### config.mk
export PLATFORM = sky130hd
export DESIGN_NAME = operand_packer
export DESIGN_NICKNAME = d
export VERILOG_FILES = /design/src/rtl/operand_pkg.sv /design/src/rtl/operand_packer.sv
export SDC_FILE = /design/constraint.sdc
export NUM_CORES = 1
export LEC_CHECK = 0
export CAP_MARGIN = 20
export CORE_ASPECT_RATIO = 1.2
export CORE_MARGIN = 5
export CORE_UTILIZATION = 55
export DETAILED_ROUTE_END_ITERATION = 7
export PLACE_DENSITY = 0.84
export SYNTH_ARGS = -nofsm -noshare
export SYNTH_HDL_FRONTEND = slang
export SYNTH_SLANG_ARGS = --single-unit
### constraint.sdc
create_clock -name clk -period 2.9 [get_ports clk]
set_clock_uncertainty 0.1 [all_clocks]
set_input_delay 0.29 -clock clk [delete_from_list [all_inputs] [get_ports clk]]
set_output_delay 0.29 -clock clk [all_outputs]
set_load 0.05 [all_outputs]
### src/rtl/operand_pkg.sv
// Shared types for the operand packer: FSM state encoding and operand containers.
package operand_pkg;

    localparam int DEFAULT_WIDTH = 32;

    // Which word of the operand set the packer expects next.
    typedef enum logic [1:0] {
        S_A = 2'd0,
        S_B = 2'd1,
        S_C = 2'd2,
        S_D = 2'd3
    } state_e;

    typedef logic signed [DEFAULT_WIDTH-1:0] operand_t;

    typedef struct packed {
        operand_t a;
        operand_t b;
        operand_t c;
        operand_t d;
    } operand_set_t;

endpackage

### src/rtl/operand_packer.sv
// Serial-to-parallel operand packer: collects four signed words (a, b, c, d)
// from a valid/ready stream and presents them as one set to the arithmetic core.
//
// state | meaning
// ------+-------------------------------------------------------------
// S_A   | waiting for a word flagged in_first (operand a)
// S_B   | a staged, waiting for operand b
// S_C   | a, b staged, waiting for operand c
// S_D   | a, b, c staged, next word completes the set (may stall on output)
module operand_packer
    import operand_pkg::*;
#(
    parameter int WIDTH = DEFAULT_WIDTH,
    parameter int CNT_W = 16
) (
    input  logic                    clk,
    input  logic                    rst_n,
    input  logic                    in_valid,
    output logic                    in_ready,
    input  logic signed [WIDTH-1:0] in_data,
    input  logic                    in_first,
    output logic                    out_valid,
    input  logic                    out_ready,
    output logic signed [WIDTH-1:0] a,
    output logic signed [WIDTH-1:0] b,
    output logic signed [WIDTH-1:0] c,
    output logic signed [WIDTH-1:0] d,
    output logic                    resync,
    output logic [CNT_W-1:0]        set_count
);

    state_e                  state;
    logic signed [WIDTH-1:0] stage_a;
    logic signed [WIDTH-1:0] stage_b;
    logic signed [WIDTH-1:0] stage_c;
    logic                    accept;
    logic                    handshake;

    // Only the completing word has to wait for the core; a, b and c keep
    // filling the staging registers while the previous set is still held.
    assign in_ready  = rst_n && !(state == S_D && out_valid && !out_ready);
    assign accept    = in_valid && in_ready;
    assign handshake = out_valid && out_ready;

    // Packing FSM, staging registers, output register and set counter.
    always_ff @(posedge clk or negedge rst_n) begin
        if (!rst_n) begin
            state     <= S_A;
            stage_a   <= '0;
            stage_b   <= '0;
            stage_c   <= '0;
            a         <= '0;
            b         <= '0;
            c         <= '0;
            d         <= '0;
            out_valid <= 1'b0;
            resync    <= 1'b0;
            set_count <= '0;
        end else begin
            resync <= 1'b0;

            // A completing word below may re-assert out_valid in the same
            // cycle, giving back-to-back sets with no bubble.
            if (handshake) begin
                out_valid <= 1'b0;
                set_count <= set_count + CNT_W'(1);
            end

            if (accept) begin
                if (in_first) begin
                    // Frame start always wins; anything partial is thrown away.
                    stage_a <= in_data;
                    state   <= S_B;
                    if (state != S_A) begin
                        resync <= 1'b1;
                    end
                end else begin
                    case (state)
                        S_A: begin
                            resync <= 1'b1;
                        end
                        S_B: begin
                            stage_b <= in_data;
                            state   <= S_C;
                        end
                        S_C: begin
                            stage_c <= in_data;
                            state   <= S_D;
                        end
                        S_D: begin
                            a         <= stage_a;
                            b         <= stage_b;
                            c         <= stage_c;
                            d         <= in_data;
                            out_valid <= 1'b1;
                            state     <= S_A;
                        end
                        default: begin
                            state <= S_A;
                        end
                    endcase
                end
            end
        end
    end

endmodule

; After elaboration in Yosys (flattened, before gate mapping)
; Cells that the tools add are included.
[totals]
ff_bits = 244
word_cells = 41
[classes]
n_reduce_logical = 15
eq_ne = 3
addsub = 1
n_mux = 10
bitwise = 1
[op_table]
columns = operator, count
row1 = "adder 16 x 1 -> 16 bit, second input constant", 1
row2 = AND reduction 3 bit, 3
row3 = two-way mux 1 bit, 8
row4 = case mux 2 bit (3 select lines), 1
row5 = logical AND 1 bit, 5
row6 = "== test 2 bit, second input constant", 2
row7 = AND reduction 2 bit, 2
row8 = nonzero test 4 bit, 1
row9 = "== test 2 x 1 -> 1 bit, second input constant", 1
row10 = zero test 1 bit, 2
row11 = zero test 2 bit, 1
row12 = two-way mux 2 bit, 1
row13 = nonzero test 2 bit, 1
row14 = inverter 1 bit, 1

; Longest topological paths before layout
[logic_depth]
depth_word = 7
ltp_mapped = 6
mapped_depth_nobuf = 5

; Least setup slack after synthesis
; OpenSTA, ideal clock, no wires.
[synth_timing]
kind = register to register
startpoint = register out_valid
endpoint = register set_count[12]
path_buffers = 0
stages_incl_launch_ff = 5
required_time_ps = 2659
arrival_time_ps = 1693
slack_ps = 966
synth_period_minus_slack_ps = 1934
cell_sequence = dfrtp_1 -> nand2_1 -> nor4_1 -> nand4_1 -> xnor2_1
[synth_via]
elab_chain_cells = 1
[synth_lines]
columns = element, line_no
row1 = "start, declared", operand_packer.sv:22  ; output logic out_valid,
row2 = "start signal, assigned", operand_packer.sv:56  ; out_valid <= 1'b0;
row3 = "start signal, assigned", operand_packer.sv:65  ; out_valid <= 1'b0;
row4 = "start signal, assigned", operand_packer.sv:95  ; out_valid <= 1'b1;
row5 = logical AND 1 bit, operand_packer.sv:43  ; assign handshake = out_valid && out_ready;
row6 = "end signal, assigned", operand_packer.sv:66  ; set_count <= set_count + CNT_W'(1);
row7 = "end, declared", operand_packer.sv:29  ; output logic [CNT_W-1:0] set_count
; Every way passes these cells.
; A chain may end at the register's enable or synchronous reset.

; Final worst setup path
[layout_timing]
startpoint = register state[1]
endpoint = output in_ready
[layout_via]
elab_chain_cells = 5
[layout_lines]
columns = element, line_no
row1 = "start, declared", operand_packer.sv:32  ; state_e state;
row2 = "start signal, assigned", operand_packer.sv:48  ; state <= S_A;
row3 = "start signal, assigned", operand_packer.sv:73  ; state <= S_B;
row4 = "start signal, assigned", operand_packer.sv:84  ; state <= S_C;
row5 = == test 2 bit, operand_packer.sv:41  ; assign in_ready = rst_n && !(state == S_D && out_valid && !out_ready);
row6 = logical AND 1 bit (2 in a row), operand_packer.sv:41
row7 = zero test 1 bit, operand_packer.sv:41
row8 = logical AND 1 bit, operand_packer.sv:41
row9 = "end, declared", operand_packer.sv:19  ; output logic in_ready,
; Every way passes these cells.

==> flow_metrics.tcl <==
set metrics [dict create \
    fin_ws_ps 174 \
    critPathKind "register to output port" \
    cp.arrival_ps 2340 \
    cts_tree "built" \
    dieArea_um2 19500 \
    synth_area_um2 9250 \
    worstMarginPinSlew_ps 871 \
    timing.setup.tns_ps 0 \
    grt_overflow 0 \
    gp_congestion 0.738 \
    status "complete, no violations" \
    ant_nets 0 \
    clkSinkCount 244 \
    ys_seq_area_share_pct 66.0 \
    netlist.area_leader.share_pct 66.0 \
    critPathLaunchType "register" \
    grt_pass1_vias 5861 \
    finalNonFillerCells 986 \
    route.met3.wl_um 1040 \
    start_util_pct 55.3 \
    post-place-ws_ps 562 \
    post-route-period-util_pct 94.0 \
    finish.utilization_pct 72.6 \
    vias 5214 \
    clkTransAtPathRegs_ps 60 \
    netlist_top_cells_count "dfrtp_1 (244), mux2_2 (181), mux2_1 (44)" \
    m1WireLength_um 7370 \
    diodes 0 \
    fmax_mhz 367 \
    synth_most_common_cell "dfrtp_1" \
    synthFlopType "dfrtp_1" \
    wirelength_um 19100 \
    cts_setup_buffers 0 \
    routed_via_density 5.29 \
    row_count 52 \
    rsz0062_at_grt "no" \
    die_x_um 128 \
    total_power_mw 15.1 \
    slew_viol_final 0 \
    p_leak_nw 5.46 \
    clock-root-buffer "clkbuf_16" \
    drive_above_1_share_pct 30.3 \
    cts_buffers 23 \
    setup-violations-final 0 \
    route.top_layer_used "met4" \
    io_pins 184 \
    final_hold_viol_count 0 \
    power.density_nw_per_um2 1240 \
    avgSynthCellArea_um2 16.5 \
    wl_per_cell_um 19.3 \
    ys_warn_count 0 \
    maxCapViolCount 0 \
    critical_path.max_stage_delay_ps 810 \
    min_path_type "input pin to asynchronous set/reset pin" \
    area_growth_pct 31.2 \
    netlist_top_cells_area "dfrtp_1 (66%), mux2_2 (22%), mux2_1 (5.4%), xnor2_1 (1.2%), buf_4 (0.81%)" \
    cp_max_fo 5 \
    slew_headroom_pct 41.9 \
    synth_largest_area_cell "dfrtp_1" \
    layout_min_cycle_time_ps 2730 \
    dr.pass1.iters 4 \
    antenna_found_initial 0 \
    yosys.cell_types.count 28 \
    crit_slowest_cell "clkdlybuf4s50_1" \
    grt_pass1_wl_um 31600 \
    die_h_um 152 \
    insertion_delay_ps 490 \
    track_usage_pct 20.0 \
    io_buffers 183 \
    syn_nets 604 \
    synth_edf_count 0 \
    drc_errors 0 \
    holdBufCountCts 1 \
    crit_chain "ha_1 -> nand3b_1 -> and2_1 -> clkdlybuf4s50_1" \
    ctsLongestPathBuffers 3 \
    coreArea_um2 16700 \
    cts_resized 0 \
    ys_seq_elements 244 \
    placed_cells 945 \
    drt_first_iter_violations 164 \
    dp.final_hpwl_um 13000 \
    syn-instance-count 562 \
    synthArstFlopShare_pct 100 \
    vdd_ir_drop_max_v 0.000885 \
    fin_nets 797 \
    crit_required_ps 2510 \
    endpoint_kind "output port" \
    grt_max_degree 174 \
    htree_levels 1 \
    wl_met2_um 10200 \
]
-- cells by family (layout without fill, tap and decap cells) --
group | after synthesis | count (layout) | synth area share (%)
fa+ha+maj | 5 | 5 | 0.677
xor+xnor | 16 | 16 | 1.52
mux | 225 | 225 | 27.4
buf+inv | 29 | 237 | 1.79
flops | 244 | 244 | 66.0
compound gates | 4 | 4 | 0.298
simple gates | 39 | 39 | 2.29
-- state kept, by name, indices dropped and copies added, names as in the netlist --
| signal | count |
|---|---|
| stage_b | 32 |
| a | 32 |
| state | 2 |
| stage_a | 32 |
| c | 32 |
| stage_c | 32 |
| resync | 1 |
| out_valid | 1 |
| set_count | 16 |
| b | 32 |
| d | 32 |
-- area by class of cell --
type / instances / area, µm²
fill: 1028 / 4590
inverter: 4 / 15.0
multi-input combinational: 289 / 2990
timing repair buffer: 193 / 1960
tap: 216 / 270
clock buffer: 36 / 714
clock inverter: 4 / 70.1
sequential: 244 / 6110
-- final timing paths --
kind,endpoint,cells after the start,startpoint,slack (ps)
max,in_ready,4,state[1]$_DFFE_PN0P_,170
min,stage_a[30]$_DFFE_PN0P_,2,rst_n,200
max reg2reg,stage_a[20]$_DFFE_PN0P_,5,state[1]$_DFFE_PN0P_,680
min reg2reg,set_count[15]$_DFFE_PN0P_,1,set_count[15]$_DFFE_PN0P_,370
max in group asynchronous,b[16]$_DFFE_PN0P_,4,rst_n,830
min in group clk,set_count[15]$_DFFE_PN0P_,1,set_count[15]$_DFFE_PN0P_,370
-- layout by cell type, fill, tap and decap left out, types with 2 or more instances in the layout --
| cell | n |
|---|---|
| buf_12 | 4 |
| clkbuf_16 | 23 |
| nand3_1 | 5 |
| clkdlybuf4s50_1 | 182 |
| nand2_2 | 2 |
| xnor2_1 | 13 |
| nand4_1 | 4 |
| xor2_1 | 3 |
| clkbuf_8 | 9 |
| nor3_1 | 2 |
| and2_1 | 2 |
| nand2_1 | 8 |
| clkbuf_1 | 4 |
| nor2_1 | 6 |
| inv_1 | 4 |
| nor2b_1 | 2 |
| ha_1 | 5 |
| mux2_1 | 44 |
| buf_4 | 5 |
| bufinv_16 | 2 |
| clkinv_2 | 2 |
| mux2_2 | 181 |
| dfrtp_1 | 244 |
-- through the flow --
| stage | hold WS (ps) | cell area, µm² |
|---|---|---|
| CTS | 194 | 12100 |
| global placement | 34.8 | 11300 |
| floorplan | -106 | 9250 |
| finish | 197 | 12100 |
| detailed placement | 34.9 | 11300 |
| global route | 195 | 12100 |
-- per-layer routing --
layer / track usage [%] / vias to the layer above
met4: 5.21 / 0
met5: 0 / -
met2: 35.9 / 135
met1: 24.4 / 2697
li1: - / 2352
met3: 4.04 / 30
-- critical path: cells and delay by family (launching register included) --
family / cells / cell delay (ps)
flops: 1 / 420
fa+ha+maj: 1 / 300
buf+inv: 1 / 810
simple gates: 2 / 320
-- report_power, final --
| group | total (mW) | internal [mW] | switching [mW] |
|---|---|---|---|
| clock network | 3.04 | 1.86 | 1.18 |
| registers | 5.51 | 4.76 | 0.755 |
| logic | 6.49 | 2.46 | 4.04 |
(Power assumes the default switching activity.)
